[src/rtl/prediction_argmax.sv]
// prediction_argmax: signed argmax over one frame of NUM_CLASSES serial class scores.
// Latency: prediction and pred_valid appear the cycle after the final score transfer.
// Backpressure: score_ready drops for that one cycle (DONE/ERR); otherwise always ready.
//
// Ports:
//   clk, rst                 clock, synchronous active-high reset
//   score_valid/score_ready  handshake for score_data/score_last (class order 0..N-1)
//   pred_num                 held winner, 4'hF after reset, 4'hE after framing error
//   pred_valid, frame_err    one-cycle pulses on DONE / ERR
//   busy                     a frame is partially received
module prediction_argmax #(
  parameter int SCORE_W     = 16,
  parameter int NUM_CLASSES = 10
) (
  input  logic                      clk,
  input  logic                      rst,
  input  logic                      score_valid,
  output logic                      score_ready,
  input  logic signed [SCORE_W-1:0] score_data,
  input  logic                      score_last,
  output logic [3:0]                pred_num,
  output logic                      pred_valid,
  output logic                      frame_err,
  output logic                      busy
);

  typedef enum logic [1:0] {ACCUM, DONE, ERR} state_t;

  localparam logic [3:0] LAST_IDX = 4'(NUM_CLASSES - 1);
  localparam logic [3:0] PRED_RST = 4'hF;
  localparam logic [3:0] PRED_ERR = 4'hE;

  state_t                    state_q;
  logic [3:0]                idx_q;
  logic signed [SCORE_W-1:0] max_val_q;
  logic [3:0]                max_idx_q;
  logic [3:0]                pred_num_q;
  logic                      pred_valid_q;
  logic                      frame_err_q;
  logic                      busy_q;
  logic                      score_ready_q;

  logic                      xfer;
  logic                      take;
  logic                      at_end;
  logic                      framing_bad;
  logic signed [SCORE_W-1:0] max_val_d;
  logic [3:0]                max_idx_d;

  assign xfer = score_valid && score_ready_q;

  // The first score of a frame always seeds the running max; afterwards only a
  // strictly larger score wins, so ties keep the lower class index.
  always_comb begin
    take        = 1'b0;
    at_end      = 1'b0;
    framing_bad = 1'b0;
    max_val_d   = max_val_q;
    max_idx_d   = max_idx_q;
    take        = (idx_q == 4'd0) || (score_data > max_val_q);
    at_end      = (idx_q == LAST_IDX);
    framing_bad = (score_last != at_end);
    if (take) begin
      max_val_d = score_data;
      max_idx_d = idx_q;
    end
  end

  always_ff @(posedge clk) begin
    if (rst) begin
      state_q       <= ACCUM;
      idx_q         <= 4'd0;
      max_val_q     <= '0;
      max_idx_q     <= 4'd0;
      pred_num_q    <= PRED_RST;
      pred_valid_q  <= 1'b0;
      frame_err_q   <= 1'b0;
      busy_q        <= 1'b0;
      score_ready_q <= 1'b1;
    end else begin
      pred_valid_q <= 1'b0;
      frame_err_q  <= 1'b0;
      case (state_q)
        ACCUM: begin
          if (xfer) begin
            max_val_q <= max_val_d;
            max_idx_q <= max_idx_d;
            if (framing_bad) begin
              state_q       <= ERR;
              idx_q         <= 4'd0;
              busy_q        <= 1'b0;
              score_ready_q <= 1'b0;
              pred_num_q    <= PRED_ERR;
              frame_err_q   <= 1'b1;
            end else if (at_end) begin
              // Winner includes the compare against this final score.
              state_q       <= DONE;
              idx_q         <= 4'd0;
              busy_q        <= 1'b0;
              score_ready_q <= 1'b0;
              pred_num_q    <= max_idx_d;
              pred_valid_q  <= 1'b1;
            end else begin
              idx_q  <= idx_q + 4'd1;
              busy_q <= 1'b1;
            end
          end
        end
        DONE, ERR: begin
          state_q       <= ACCUM;
          score_ready_q <= 1'b1;
        end
        default: begin
          state_q       <= ACCUM;
          score_ready_q <= 1'b1;
        end
      endcase
    end
  end

  assign score_ready = score_ready_q;
  assign pred_num    = pred_num_q;
  assign pred_valid  = pred_valid_q;
  assign frame_err   = frame_err_q;
  assign busy        = busy_q;

endmodule

[config.mk]
export PLATFORM = sky130hd
export DESIGN_NAME = prediction_argmax
export DESIGN_NICKNAME = d
export VERILOG_FILES = /design/src/rtl/prediction_argmax.sv
export SDC_FILE = /design/constraint.sdc
export NUM_CORES = 1
export LEC_CHECK = 0
export ABC_AREA = 1
export BUFFER_PORTS_ARGS = -buffer_cell sky130_fd_sc_hd__buf_2
export CORE_AREA = 2 2 63 65
export CTS_CLUSTER_DIAMETER = 80
export DETAILED_ROUTE_END_ITERATION = 10
export DIE_AREA = 0 0 65 67
export PLACE_DENSITY_LB_ADDON = 0.12
export SETUP_SLACK_MARGIN = 0.02
export SYNTH_ARGS = -nofsm -noshare
export SYNTH_HDL_FRONTEND = slang
export SYNTH_SLANG_ARGS = --single-unit
[constraint.sdc]
create_clock -name clk -period 4.8 [get_ports clk]
set_input_delay 0.24 -clock clk [delete_from_list [all_inputs] [get_ports clk]]
set_output_delay 0.24 -clock clk [all_outputs]
set_load 0.03 [all_outputs]
# Yosys cells after proc, flatten, opt, wreduce, memory -nomap -nowiden
# Cells that the tools add are included.
[classes] mux=13 addsub=1 n_eq_ne=2 n_lt_le_gt_ge=1 n_reduce_logical=12 n_bitwise=2
[ops] op="$mux W4" count=5
[ops] op="$gt A16 B16 Y1" count=1
[ops] op="$mux W1" count=6
[ops] op="$reduce_and A3 Y1" count=2
[ops] op="$add A4 B1 Y4 const B" count=1
[ops] op="$eq A4 B4 Y1 const B" count=1
[ops] op="$logic_not A4 Y1" count=1
[ops] op="$mux W2" count=2
[ops] op="$reduce_and A2 Y1" count=2
[ops] op="$reduce_or A4 Y1" count=1
[ops] op="$reduce_or A3 Y1" count=1
[ops] op="$logic_not A2 Y1" count=1
[ops] op="$not A1 Y1" count=2
[ops] op="$reduce_bool A2 Y1" count=1
[ops] op="$reduce_or A2 Y1" count=1
[ops] op="$logic_and A1 B1 Y1" count=1
[ops] op="$logic_or A1 B1 Y1" count=1
[ops] op="$ne A1 B1 Y1" count=1
[totals] register_bits=34

# Logic depth before layout (Yosys ltp)
[logic_depth] ltp_word=5 ltp_mapped=16 depth_no_buf=16

# Least setup slack after synthesis
# Ideal clock, no wire load.
[synth_path] path_type="reg2reg" startpoint="reg max_val_q[7]" endpoint="reg max_val_q[0]" setup_slack_ns=2.960 stages_incl_launch_ff=16 arrival_ns=1.698 setup_time_ns=0.142 cell_sequence="dfxtp_1 -> inv_1 -> ha_1 -> nand2_2 -> inv_1 -> a21oi_1 -> nand3_1 -> nand2_1 -> nand2_1 -> nand2_1 -> nand3_4 -> nand2_8 -> nand2_8 -> buf_12 -> nand2_2 -> a21oi_2"
[synth_between] elab_chain_cells=3
[synth_lines] item="start: declaration" line="35" text="logic signed [SCORE_W-1:0] max_val_q;"
[synth_lines] item="start signal: assignment" line="86" text="max_val_q <= max_val_d;"
[synth_lines] item="$gt A16 B16 Y1" line="60" text="take = (idx_q == 4'd0) || (score_data > max_val_q);"
[synth_lines] item="$logic_or A1 B1 Y1" line="60"
[synth_lines] item="$reduce_and A3 Y1 (no source line)"
# No other way between the ends.
# A chain may end at the register's enable or synchronous reset.

# Worst setup path in the final report
[layout_path] startpoint="reg max_val_q[6]" endpoint="reg max_val_q[13]"
# Same word-level chain as after synthesis.

==> flow_metrics.py <==
metrics = {
    "setup_path": {
        "required_ns": 4.95,
        "critical_path.top_delay_family": "simple AND/OR/NAND/NOR gates",
        "cp_common_cell": "nand2_1",
        "critical_path_arrival_ns": 2.25,
        "cpMaxStageDelayCell": "dfxtp_1",
        "cp_max_fo": 28,
        "critical_path.max_stage_delay_ns": 0.36,
        "cp-end-kind": "flip-flop",
        "crit_chain": "inv_1, ha_1, nand2_2, inv_1, a21oi_1, nand3_1, nand2_1, nand2_1, nand2_1, nand3_4, nand2_8, nand2_8, nand2_1, a21oi_1",
        "crit_path_start_kind": "flip-flop",
        "path_class": "flip-flop to flip-flop",
        "crit_buf_inv": 2,
    },
    "global_routing": {
        "grt_pass1_wl_um": 6820,
        "grt_pass1_vias": 1623,
        "grt_max_degree": 29,
        "overflow": 0,
        "antenna_found_initial": 0,
        "grt_use_total_pct": 20.1,
    },
    "timing": {
        "finalClockSkew_ns": 0.00543,
        "maxSlewHeadroom_pct": 64.8,
        "tns_ns": 0,
        "finalSetupViolCount": 0,
        "min_period_over_period_pct": 43.8,
        "max_clock_freq_mhz": 476,
        "final_max_slew_viol_count": 0,
        "worst_slew_pin_slew_ns": 0.528,
        "hold_violations": 0,
        "holdWs_ns": 0.222,
        "rsz0062_at_grt": "no",
        "min_period_ns": 2.10,
    },
    "floorplan": {
        "core_mm2": 0.00361,
        "row_count": 22,
        "ios": 28,
        "die_y_um": 67,
        "dieArea_mm2": 0.00436,
        "die_x_um": 65,
        "initial_utilization_pct": 56.0,
    },
    "drt": {
        "met1_length_um": 1850,
        "first_pass_iters": 4,
        "routedWlPerCell_um": 11.2,
        "wl_met2_um": 1690,
        "dr.max_layer_used": "met4",
        "wl_met3_um": 131,
        "vias": 1641,
        "ant_nets": 0,
        "viasPerCell": 4.91,
        "wl_um": 3730,
        "drt_iter0_markers": 80,
        "drc": 0,
    },
    "finish": {
        "final.fill_count": 363,
        "design_area_mm2": 0.00228,
        "fin_util_pct": 63.3,
        "syn_to_final_growth_pct": 13.1,
        "nNetsFinal": 325,
        "instances_no_fill": 334,
        "antenna_cells": 0,
        "drive_gt1_share_pct": 24.8,
    },
    "logic_synthesis": {
        "syn_avg_cell_area_um2": 7.83,
        "synth_cells": 258,
        "synth_seq_area_share_pct": 33.7,
        "synthesis.area_mm2": 0.00202,
        "synth_compound_area_share_pct": 9.67,
        "syn-num-nets": 298,
        "synthSimpleGateAreaFrac_pct": 32.6,
        "synth_fa_ha_area_share_pct": 12.4,
        "yosysUniqueCellTypes": 27,
        "yosys_register_bits": 34,
        "synth_top_family_by_area": "simple AND/OR/NAND/NOR gates",
        "synth-xor-area-share_pct": 0.434,
        "ys_warn_count": 0,
        "synthMuxAreaShare_pct": 0,
    },
    "run_status": {
        "status": "completed",
    },
    "job": {
        "maxCapViolCount": 0,
    },
    "clocking": {
        "cts.clk_slew.worst_paths_ns": 0.07,
        "htree_levels": 2,
        "numCtsBuffers": 5,
        "cts_resized": 0,
        "cts_tree": "done",
        "insertion_delay_ns": 0.28,
        "postCtsSetupBuffers": 0,
        "cts_root_buf": "clkbuf_8",
        "cts_hold_buf": 0,
        "cts_max_path_buffers": 2,
        "numClockSinks": 34,
    },
    "placed_design": {
        "dpl_cell_area_mm2": 0.00215,
        "dp_hpwl_um": 2720,
        "place_inst": 326,
        "port_buffers": 27,
        "globalplace.congestion": 0.762,
    },
    "power": {
        "p_leak_nw": 1.02,
        "ir_worst_vdd_mv": 0.164,
        "power_density_mw_per_mm2": 341,
    },
    "worst_hold_path": {
        "hold_class": "input pin to flip-flop",
    },
}
-- routing by layer --
| layer | vias up | global-route usage [%] |
|---|---|---|
| met1 | 734 | 24.0 |
| met4 | 0 | 7.45 |
| met3 | 7 | 4.05 |
| met2 | 23 | 35.6 |
| li1 | 877 | - |
| met5 | - | 0 |
-- power by group --
group,internal (mW),total (mW),switching (mW)
Sequential,0.300,0.310,0.0103
Combinational,0.0551,0.153,0.0977
Clock,0.208,0.315,0.107
-- Yosys cell counts --
master	number	share of area (%)
nand2_1	43	8.0
inv_1	41	7.6
dfxtp_1	34	34
nor2_1	24	4.5
nand3_1	23	5.7
ha_1	20	12
a21oi_1	15	3.7
a21oi_2	10	4.3
nand2_2	10	3.1
nand3_2	8	4.0
nor3_1	6	1.5
o21ai_1	3	0.74
buf_12	2	2.0
buf_2	2	0.50
clkbuf_1	2	0.37
nand2_8	2	2.0
nand4_1	2	0.62
o21ai_0	2	0.50
buf_6	1	0.56
inv_2	1	0.19
nand3_4	1	0.87
nor2_2	1	0.31
nor2_8	1	0.99
nor3_4	1	0.81
o21bai_1	1	0.37
or2_2	1	0.31
xor2_1	1	0.43
-- placed cells by master, fill, tap and decap left out, types with 2 or more instances in the layout --
cell	n
a21oi_1	15
a21oi_2	10
buf_2	27
bufinv_16	2
clkbuf_8	5
dfxtp_1	34
ha_1	20
inv_1	41
nand2_1	43
nand2_2	10
nand2_8	2
nand3_1	23
nand3_2	8
nand4_1	2
nor2_1	24
nor3_1	6
o21ai_0	2
o21ai_1	3
-- through the flow --
stage | total power, mW | worst slack (ns)
after floorplan | 0.442 | 2.96
after global placement | 0.467 | 2.74
after detailed placement | 0.471 | 2.69
after CTS | 0.785 | 2.68
after global routing | 0.821 | 2.44
final | 0.778 | 2.70
-- tightest hold or removal path, stage by stage --
cell     delay (ns)
buf_2          0.11
nand3_2        0.06
a21oi_1        0.05
-- final timing paths --
path | slack, ns | endpoint | from | cells after the start
worst min register to register | 0.44 | score_ready | state_q[1] | 2
worst max-delay path | 2.70 | max_val_q[13] | max_val_q[6] | 14
worst min-delay path | 0.22 | max_val_q[8] | score_data[8] | 3
worst max register to register | 2.70 | max_val_q[13] | max_val_q[6] | 14
-- area by class of cell --
class / instances / area (um2) / area share [%]
tap: 48 / 60.1 / 2.63
inverter: 42 / 158 / 6.90
sequential: 34 / 681 / 29.8
clock inverter: 3 / 68.8 / 3.01
clock buffer: 5 / 68.8 / 3.01
multi-input combinational: 175 / 1110 / 48.7
timing repair buffer: 27 / 135 / 5.92
-- cell families (layout without fill, tap and decap cells) --
family	count (synthesis)	in the layout
flip-flops	34	34
AO/OA/AOI/OAI	31	31
buffers and inverters	49	77
adder cells (fa/ha/maj)	20	20
XOR/XNOR	1	1
AND/OR/NAND/NOR	123	123
-- state kept, by name (all words and copies together), names as in the netlist --
name / flops
busy: 1
score_ready: 1
frame_err: 1
state_q: 2
pred_valid: 1
max_val_q: 16
max_idx_q: 4
idx_q: 4
pred_num: 4
Note: power is estimated with default switching activity, not from simulation.
